## src/rtl/sha256_msg_padder_if.sv

```systemverilog
// ---------------------------------------------------------------------------
// sha256_msg_padder_if
//   Handshake bundle between a message-word source, the SHA-256 padder and
//   the downstream block/state registers.
//
//   Word side   : in_valid, in_ready, in_data[31:0], in_last, in_bytes[1:0]
//   Block side  : blk_valid, blk_ready, blk_data[511:0], blk_last
//
//   master : environment side (drives words, consumes blocks)
//   slave  : padder side (consumes words, drives blocks)
// ---------------------------------------------------------------------------
interface sha256_msg_padder_if;
  logic         in_valid;
  logic         in_ready;
  logic [31:0]  in_data;
  logic         in_last;
  logic [1:0]   in_bytes;
  logic         blk_valid;
  logic         blk_ready;
  logic [511:0] blk_data;
  logic         blk_last;

  modport master (
    output in_valid, in_data, in_last, in_bytes, blk_ready,
    input  in_ready, blk_valid, blk_data, blk_last
  );

  modport slave (
    input  in_valid, in_data, in_last, in_bytes, blk_ready,
    output in_ready, blk_valid, blk_data, blk_last
  );
endinterface

```

## src/rtl/sha256_msg_padder.sv

```systemverilog
// ---------------------------------------------------------------------------
// sha256_msg_padder
//   Front end of the SHA-256 datapath. Collects 32-bit big-endian message
//   words into a 512-bit block buffer, applies FIPS 180-4 padding (0x80
//   marker, zero fill, 64-bit message bit length in words 14/15) and hands
//   complete blocks downstream over a valid/ready handshake. One message at
//   a time; a start pulse opens a new message and aborts any in progress.
//
//   Parameters
//     LEN_W    width of the message bit counter (1..64), zero-extended into
//              the 64-bit length field; counter wraps modulo 2^LEN_W
//   Ports
//     CLK      clock, rising edge
//     RST      asynchronous active-low reset
//     start    1-cycle pulse: clear state, open a new message
//     bus      sha256_msg_padder_if.slave (word input, block output)
//     busy     high whenever the FSM is not IDLE
//     msg_bits live bit counter (only with SHA_PACK_LEN_OUT_EN defined)
//
//   Optional feature macro: SHA_PACK_LEN_OUT_EN
// ---------------------------------------------------------------------------
module sha256_msg_padder #(
  parameter int LEN_W = 64
) (
  input  logic                 CLK,
  input  logic                 RST,
  input  logic                 start,
  sha256_msg_padder_if.slave   bus,
  output logic                 busy
`ifdef SHA_PACK_LEN_OUT_EN
  ,
  output logic [LEN_W-1:0]     msg_bits
`endif
);

  typedef enum logic [1:0] {IDLE, FILL, PAD, EMIT} state_t;

  state_t             state;
  logic [3:0]         widx;
  logic [LEN_W-1:0]   len;
  logic               marker_pend;
  logic               last_seen;
  logic [511:0]       blk_buf;
  logic               blk_valid_r;
  logic               blk_last_r;
  logic [63:0]        len64;
  logic [8:0]         woff;

  // Final word: keep the valid leading bytes, drop the marker right after
  // them, zero the rest. A full final word (nb==0) keeps all four bytes and
  // the marker is deferred to the next word.
  function automatic logic [31:0] pad_last_word(input logic [31:0] w,
                                                input logic [1:0]  nb);
    case (nb)
      2'd1:    return {w[31:24], 8'h80, 16'h0000};
      2'd2:    return {w[31:16], 8'h80, 8'h00};
      2'd3:    return {w[31:8],  8'h80};
      default: return w;
    endcase
  endfunction

  function automatic logic [LEN_W-1:0] word_bits(input logic       last,
                                                 input logic [1:0] nb);
    if (!last || nb == 2'd0) return LEN_W'(32);
    else                     return LEN_W'({nb, 3'b000});
  endfunction

  always_comb begin
    len64            = '0;
    len64[LEN_W-1:0] = len;
  end

  // Word i lives at bits [32*(15-i) +: 32]; 15-i is the bitwise inverse.
  assign woff          = {~widx, 5'b00000};

  assign bus.in_ready  = (state == FILL);
  assign bus.blk_valid = blk_valid_r;
  assign bus.blk_last  = blk_last_r;
  assign bus.blk_data  = blk_buf;
  assign busy          = (state != IDLE);
`ifdef SHA_PACK_LEN_OUT_EN
  assign msg_bits      = len;
`endif

  always_ff @(posedge CLK or negedge RST) begin
    if (!RST) begin
      state       <= IDLE;
      widx        <= '0;
      len         <= '0;
      marker_pend <= 1'b0;
      last_seen   <= 1'b0;
      blk_buf     <= '0;
      blk_valid_r <= 1'b0;
      blk_last_r  <= 1'b0;
    end else if (start) begin
      state       <= FILL;
      widx        <= '0;
      len         <= '0;
      marker_pend <= 1'b0;
      last_seen   <= 1'b0;
      blk_buf     <= '0;
      blk_valid_r <= 1'b0;
      blk_last_r  <= 1'b0;
    end else begin
      case (state)
        IDLE: ;

        FILL: begin
          if (bus.in_valid) begin
            len  <= len + word_bits(bus.in_last, bus.in_bytes);
            widx <= widx + 4'd1;
            if (bus.in_last) begin
              blk_buf[woff +: 32] <= pad_last_word(bus.in_data, bus.in_bytes);
              marker_pend         <= (bus.in_bytes == 2'd0);
              last_seen           <= 1'b1;
            end else begin
              blk_buf[woff +: 32] <= bus.in_data;
            end
            // Word 15 written: block is full whether or not this was the last
            // word; the length always needs a further block in that case.
            if (widx == 4'd15) begin
              blk_valid_r <= 1'b1;
              state       <= EMIT;
            end else if (bus.in_last) begin
              state <= PAD;
            end
          end
        end

        PAD: begin
          if (widx == 4'd14 && !marker_pend) begin
            blk_buf[63:0] <= len64;
            blk_valid_r   <= 1'b1;
            blk_last_r    <= 1'b1;
            state         <= EMIT;
          end else begin
            blk_buf[woff +: 32] <= marker_pend ? 32'h8000_0000 : 32'h0000_0000;
            marker_pend         <= 1'b0;
            widx                <= widx + 4'd1;
            if (widx == 4'd15) begin
              blk_valid_r <= 1'b1;
              state       <= EMIT;
            end
          end
        end

        EMIT: begin
          if (bus.blk_ready) begin
            blk_valid_r <= 1'b0;
            widx        <= '0;
            blk_buf     <= '0;
            if (blk_last_r) begin
              blk_last_r <= 1'b0;
              state      <= IDLE;
            end else if (last_seen) begin
              state <= PAD;
            end else begin
              state <= FILL;
            end
          end
        end

        default: state <= IDLE;
      endcase
    end
  end

endmodule
```

## src/flat_wrapper.sv

```systemverilog
// flat-port wrapper written by rule: the top's interface ports become plain ports
module sha256_msg_padder_flat 
#(
  parameter int LEN_W = 64
)
  (CLK, RST, start, busy, bus_in_valid, bus_in_data, bus_in_last, bus_in_bytes, bus_blk_ready, bus_in_ready, bus_blk_valid, bus_blk_data, bus_blk_last);
  sha256_msg_padder_if bus_i ();
  input  logic CLK;
  input  logic RST;
  input  logic start;
  output logic busy;
  input wire logic [$bits(bus_i.in_valid)-1:0] bus_in_valid;
  input wire logic [$bits(bus_i.in_data)-1:0] bus_in_data;
  input wire logic [$bits(bus_i.in_last)-1:0] bus_in_last;
  input wire logic [$bits(bus_i.in_bytes)-1:0] bus_in_bytes;
  input wire logic [$bits(bus_i.blk_ready)-1:0] bus_blk_ready;
  output wire logic [$bits(bus_i.in_ready)-1:0] bus_in_ready;
  output wire logic [$bits(bus_i.blk_valid)-1:0] bus_blk_valid;
  output wire logic [$bits(bus_i.blk_data)-1:0] bus_blk_data;
  output wire logic [$bits(bus_i.blk_last)-1:0] bus_blk_last;
  assign bus_i.in_valid = bus_in_valid;
  assign bus_i.in_data = bus_in_data;
  assign bus_i.in_last = bus_in_last;
  assign bus_i.in_bytes = bus_in_bytes;
  assign bus_i.blk_ready = bus_blk_ready;
  assign bus_in_ready = bus_i.in_ready;
  assign bus_blk_valid = bus_i.blk_valid;
  assign bus_blk_data = bus_i.blk_data;
  assign bus_blk_last = bus_i.blk_last;
  sha256_msg_padder #(.LEN_W(LEN_W)) u_core (.CLK(CLK), .RST(RST), .start(start), .bus(bus_i), .busy(busy));
endmodule
```

## config.mk

```make
export PLATFORM = sky130hd
export DESIGN_NAME = sha256_msg_padder_flat
export DESIGN_NICKNAME = d
export VERILOG_FILES = /design/src/rtl/sha256_msg_padder_if.sv /design/src/rtl/sha256_msg_padder.sv /design/src/flat_wrapper.sv
export SDC_FILE = /design/constraint.sdc
export NUM_CORES = 1
export LEC_CHECK = 0
export CAP_MARGIN = 20
export CORE_MARGIN = 5
export CORE_UTILIZATION = 29
export DETAILED_ROUTE_END_ITERATION = 6
export GPL_ROUTABILITY_DRIVEN = 0
export GPL_TIMING_DRIVEN = 0
export PLACE_DENSITY_LB_ADDON = 0.25
export REMOVE_ABC_BUFFERS = 1
export SYNTH_ARGS = -nofsm -noshare
export SYNTH_HDL_FRONTEND = slang
export SYNTH_SLANG_ARGS = --single-unit
```

## constraint.sdc

```tcl
create_clock -name CLK -period 6.6 [get_ports CLK]
set_input_delay 1.32 -clock CLK [delete_from_list [all_inputs] [get_ports CLK]]
set_output_delay 1.32 -clock CLK [all_outputs]
set_load 0.005 [all_outputs]
```

==> impl_metrics.ini, run 1 <==
[status]
outcome = completed

[placed_design]
port_buffers = 555
dp_cells = 3682
hpwl_mm = 84.3
place_ws_ns = 0.500

[sta]
fin_tns_setup_ns = 0
setup-violations-final = 0
finClkSkew_ns = 0.0245
tightest_slew_ns = 1.22
relSlewSlack_pct = 17.7
worst_slack_ns = 1.05
fmax_mhz = 180
fin_crit_sh_pct = 84.1
rsz0062_at_grt = false
hold_viol_final = 0
slew_viol_final = 0
min_period_ns = 5.55

[clock_network]
cts_buffer_depth = 3
clkTransAtPathRegs_ns = 0.06
cts_sinks = 583
root_buffer = clkbuf_16
clock_latency_ns = 0.61
cts_tree = yes
cts-buffers-inserted = 69
htree_levels = 3
cts_resized = 0
post_cts_buffers = 0
post_cts_hold_buffer_count = 0

[setup_path]
r2r_end = u_core.bus.blk_data[230]
cp.required_ns = 7.13
r2r_start = u_core.widx[0]
critPathArrivalTime_ns = 6.08
rrSetupSlack_ns = 1.98
cp_max_fo = 18
cp-start-kind = input port
crit_path_end_kind = register
reg2regPathDepth = 8
crit_type = input port to register

[logic_synthesis]
synth_cell_types = 73
async_flop_share_pct = 100
ys.flop_type = dfrtp_1
syn_area_um2 = 24300
yosys.area.top_type = dfrtp_1
synth.most_common_cell = dfrtp_1
synth_common_cells = dfrtp_1 (583), nand2_1 (250), a22o_1 (189)
syn_area_per_cell_um2 = 11.3
synth-seq-cells = 583
ys.warnings.count = 0
synthCells = 2156
synth_area_leaders = dfrtp_1 (60%), a22o_1 (6.8%), o2bb2ai_1 (5.8%)
seq_area_frac_synth_pct = 60.1
synth_top_area_share_pct = 60.1
synth_edf_count = 0

[route]
via_per_inst = 5.68
route.detailed.drc = 0
drtAntennaViolNets = 0
drt-total-wl_mm = 117
drtPass1Iterations = 5
initialDrtViolationCount = 1943
routedWlPerCell_um = 30.7
vias = 21700

[final_layout]
fin_util_pct = 40.6
syn_to_final_growth_pct = 39.3
drive_gt1_share_pct = 7.37
finalNonFillerCells = 3814
nNetsFinal = 2725

[grt]
gr-usage-all-layers_pct = 25.2
grt.overflow.total = 0
grt_max_degree = 128
grt_pass1_wl_mm = 165
antenna_found_initial = 11
first_global_vias = 21700

[hold_path]
min_from = u_core.bus.blk_data[262]
whs_path_depth = 2
whs_endpoint = u_core.bus.blk_data[262]
hp-class = register to register

[pwr]
p_leak_uw = 0.0140
vdd_drop_max_mv = 0.181
power_per_cell_area_nw_per_um2 = 287

[die]
die-area_um2 = 89600
top_level_ports = 556
coreArea_um2 = 83300
die_width_um = 299
start_util_pct = 29.2
die_h_um = 299
fp-row-count = 106

[flow_run]
max-cap-violations = 0
[area by class of cell]
cell class / instances / area, um^2
fillers: 7990 / 49500
multi-input cells: 1389 / 9130
repair buffers: 614 / 6440
inverters: 20 / 75.1
diodes: 7 / 17.5
clock buffers: 102 / 1970
flip-flops and latches: 583 / 14600
well taps: 1080 / 1350
clock inverters: 19 / 258
[where the power goes]
group	total (uW)	switching, uW	internal, uW	leakage (uW)
registers	3730	95.2	3630	0.00814
logic	2180	1610	571	0.00474
clock network	3820	1610	2210	0.00108
[layer usage]
layer  routed length (um)  track usage [%]  vias to the layer above
met5                   13                0                        -
met4                 4600             9.46                        2
met2                55100             41.2                     1126
li1                     -                -                     9145
met3                11800             8.26                      193
met1                45700             31.1                    11200
[cell families after synthesis]
| group | count (synthesis) | synth area share (%) |
|---|---|---|
| adder cells (fa/ha/maj) | 8 | 0.443 |
| AO/OA/AOI/OAI | 769 | 23.7 |
| flip-flops | 583 | 60.1 |
| AND/OR/NAND/NOR | 577 | 11.5 |
| multiplexers | 4 | 0.180 |
| buffers and inverters | 184 | 2.95 |
| XOR/XNOR | 31 | 1.12 |
[flip-flops by register name (all words and copies together), names as in the netlist]
register and count:
u_core.bus.blk_data 512, u_core.bus.blk_last 1, u_core.bus.blk_valid 1, u_core.last_seen 1, u_core.len 61, u_core.marker_pend 1, u_core.state 2, u_core.widx 4
[worst max-delay path by stage]
| stage | slack (ns) | startpoint | cells past startpoint | end |
|---|---|---|---|---|
| finish | 1.05 | bus_in_bytes[1] | 9 | u_core.len[59] |
| CTS | 1.13 | bus_in_bytes[1] | 9 | u_core.len[59] |
| global route | 0.78 | bus_in_bytes[1] | 9 | u_core.len[59] |
| detailed placement | 0.50 | bus_in_bytes[1] | 9 | u_core.len[59] |
| floorplan | 2.46 | start | 4 | u_core.bus.blk_data[56] |
| global placement | -21.71 | RST | 1 | u_core.bus.blk_data[347] |
[layout by cell type, fill, tap and decap left out, types with 18 or more instances in the layout]
cell | Yosys | layout
a21oi_1 | 55 | 55
a22o_1 | 189 | 189
a22oi_1 | 23 | 22
a32o_1 | 36 | 36
and3_1 | 24 | 24
buf_4 | 0 | 21
clkbuf_1 | 130 | 22
clkbuf_16 | 0 | 70
clkdlybuf4s50_1 | 0 | 553
dfrtp_1 | 583 | 583
inv_1 | 18 | 18
nand2_1 | 250 | 250
nand3_1 | 45 | 45
nor2_1 | 98 | 93
nor3_1 | 24 | 23
nor4_1 | 18 | 18
o21ai_0 | 173 | 169
o2bb2ai_1 | 162 | 161
or3_1 | 20 | 20
xnor2_1 | 24 | 24
[worst max-delay path, cell delays in order]
cell and delay (ns):
clkdlybuf4s50_1 0.71, o21a_1 0.51, clkinv_1 0.85, ha_1 0.66, a21o_1 0.19, o2111a_1 0.33, nand4_1 0.62, or4_1 0.66
a21oi_1 0.17
[per-stage QoR]
step	hold WS [ns]	area, um^2	power, uW
4_1_cts	0.481	33800	9750
2_1_floorplan	0.473	23600	4540
3_5_place_dp	0.469	31500	5920
3_3_place_gp	0.463	30500	5560
6_report	0.474	33800	9730
5_1_grt	0.501	33800	10000
(Power assumes the default switching activity.)
==> run 2, diff against run 1 <==
==> constraint.sdc (replaced) <==
create_clock -name CLK -period 4.94 [get_ports CLK]
set_input_delay 0.988 -clock CLK [delete_from_list [all_inputs] [get_ports CLK]]
set_output_delay 0.988 -clock CLK [all_outputs]
set_load 0.005 [all_outputs]
==> run 2 against run 1 <==
  * Via count fell by 0.26%
  * Hold slack worse by 0.12 ns
  * Sequential power increased by 34%
  * Worst setup slack worse by 0.70 ns
  * Critical path depth fell by 1
  * Combinational power increased by 34%
  * Count of clock-buffer cells in the layout did not move
  * Die area is the same
  * Largest cell class unchanged
==> impl_metrics.ini, run 2 (same netlist as run 1, synthesis figures left out) <==
[final_layout]
largest_register_ffs = 512
syn_to_final_growth_pct = 39.4
final_common_cell = dfrtp_1
final_cell_mix = dfrtp_1 (583), clkdlybuf4s50_1 (553), nand2_1 (250), a22o_1 (189), o21ai_0 (169)
nNetsFinal = 2728
drive_gt1_share_pct = 7.51
finalInstanceArea_um2 = 33900

[setup_path]
critPathArrivalTime_ns = 5.07
r2r_start = u_core.widx[0]
r2r_end = u_core.bus.blk_data[225]
reg2regPathDepth = 8
cp_max_fo = 18
cpPeakStageDelay_ns = 0.88
cp.depth = 8
crit_type = register to register
cp.required_ns = 5.42
cp_top_family = simple AND/OR/NAND/NOR gates
cp_slowest_cell = nor2_2
crit_path_end_kind = register
cp-start-kind = register
rrSetupSlack_ns = 0.35
crit_chain = inv_1 -> ha_1 -> nand4b_1 -> nor2_1 -> nor2_2 -> nand2_1 -> buf_16 -> a22o_1
worst-path-buf-inv = 2

[die]
die_width_um = 299
die-area_um2 = 89600
start_util_pct = 29.2
fp-row-count = 106
die_h_um = 299
coreArea_um2 = 83300
top_level_ports = 556

[sta]
worst_slack_ns = 0.350
finClkSkew_ns = 0.0229
fmax_mhz = 218
setup-violations-final = 0
hold_viol_final = 0
relSlewSlack_pct = 22.9
fin_crit_sh_pct = 92.9
min_period_ns = 4.59
rsz0062_at_grt = false
tightest_slew_ns = 1.15
slew_viol_final = 0

[placed_design]
place_ws_ns = -0.828
hpwl_mm = 84.3
port_buffers = 555
placed_area_um2 = 31500

[pwr]
p_leak_uw = 0.0140
power_frac_seq_pct = 38.3
pwr-share-clk_pct = 39.2
power_uw = 13000
power_per_cell_area_nw_per_um2 = 384
vdd_drop_max_mv = 0.240
power_frac_comb_pct = 22.5
intPower_uw = 8570
p_sw_share_pct = 34.1
switchingPower_uw = 4430

[flow_run]
max-cap-violations = 0

[clock_network]
clock_latency_ns = 0.61
post_cts_hold_buffer_count = 0
cts_sinks = 583
clkTransAtPathRegs_ns = 0.06
cts-buffers-inserted = 69
cts_tree = yes
cts_buffer_depth = 3
htree_levels = 3
root_buffer = clkbuf_16

[status]
outcome = completed

[grt]
gr-usage-all-layers_pct = 25.2
grt_max_degree = 128
antenna_found_initial = 11
grt_pass1_wl_mm = 165
grt.overflow.total = 0
first_global_vias = 21700

[route]
routedWlPerCell_um = 30.7
route.detailed.drc = 0
drtPass1Iterations = 5
initialDrtViolationCount = 1998
via_per_inst = 5.67
vias = 21600
drtAntennaViolNets = 0
drt-total-wl_mm = 117

[hold_path]
hp-class = input port to async pin
run 2: changes by cell type in the layout (fill, tap and decap cells not counted), sizes merged:
cell,before,now
buf,60,63
diode,7,5
run 2: cell type report:
cell class / count / area, um^2
antenna: 5 / 12.5
clock buffer: 102 / 1970
clock inverter: 19 / 258
fill: 7986 / 49400
inverter: 20 / 76.3
multi-input combinational: 1389 / 9130
sequential: 583 / 14600
tap: 1080 / 1350
timing repair buffer: 617 / 6470
run 2: repair_timing:
item	CTS	global route
endpoints found under the hold margin	0	0
resized for setup	1	0
pin swaps	0	1
buffers inserted	0	3
cloned	0	0
endpoints found under the setup margin	8	2
run 2: how the worst max path moves through the flow:
stage / start / to / slack (ns)
2_1_floorplan: u_core.widx[0] / u_core.bus.blk_data[56] / 1.05
3_3_place_gp: RST / u_core.bus.blk_data[347] / -23.04
3_5_place_dp: bus_in_bytes[1] / u_core.len[59] / -0.83
4_1_cts: bus_in_bytes[1] / u_core.len[59] / 0.30
5_1_grt: u_core.widx[0] / u_core.bus.blk_data[230] / 0.16
6_report: u_core.widx[0] / u_core.bus.blk_data[225] / 0.35
run 2: metal layers:
metal / vias to the layer above / routed length (um) / track usage [%]
met5: - / 13 / 0
met4: 2 / 4730 / 9.46
met2: 1071 / 54900 / 41.2
met3: 202 / 11500 / 8.26
li1: 9138 / - / -
met1: 11200 / 46200 / 31.1
run 2: worst register-to-register path, cell delays in order, from the launching register on:
cell and delay [ns]:
dfrtp_1 0.67, inv_1 0.19, ha_1 0.26, nand4b_1 0.58, nor2_1 0.43, nor2_2 0.89, nand2_1 0.79, buf_16 0.40
a22o_1 0.25
run 2: power groups by stage:
| stage | sequential, uW | combinational, uW | clock (uW) |
|---|---|---|---|
| after floorplan | 5030 | 1030 | 0 |
| after global placement | 5080 | 2340 | 0 |
| after detailed placement | 5060 | 2850 | 0 |
| after CTS | 4970 | 2860 | 5200 |
| after global routing | 4980 | 3040 | 5390 |
| final | 4980 | 2920 | 5100 |
run 2: stage by stage:
| step | TNS, ns | util, % | hold WS (ns) | std cells |
|---|---|---|---|---|
| after CTS | 0 | 40.6 | 0.337 | 3803 |
| after global routing | 0 | 40.6 | 0.391 | 3810 |
| after global placement | - | 36.7 | 0.463 | 3627 |
| after detailed placement | -18.06 | 37.9 | 0.469 | 3682 |
| final | 0 | 40.7 | 0.350 | 3815 |
| after floorplan | 0 | - | 0.473 | 1992 |
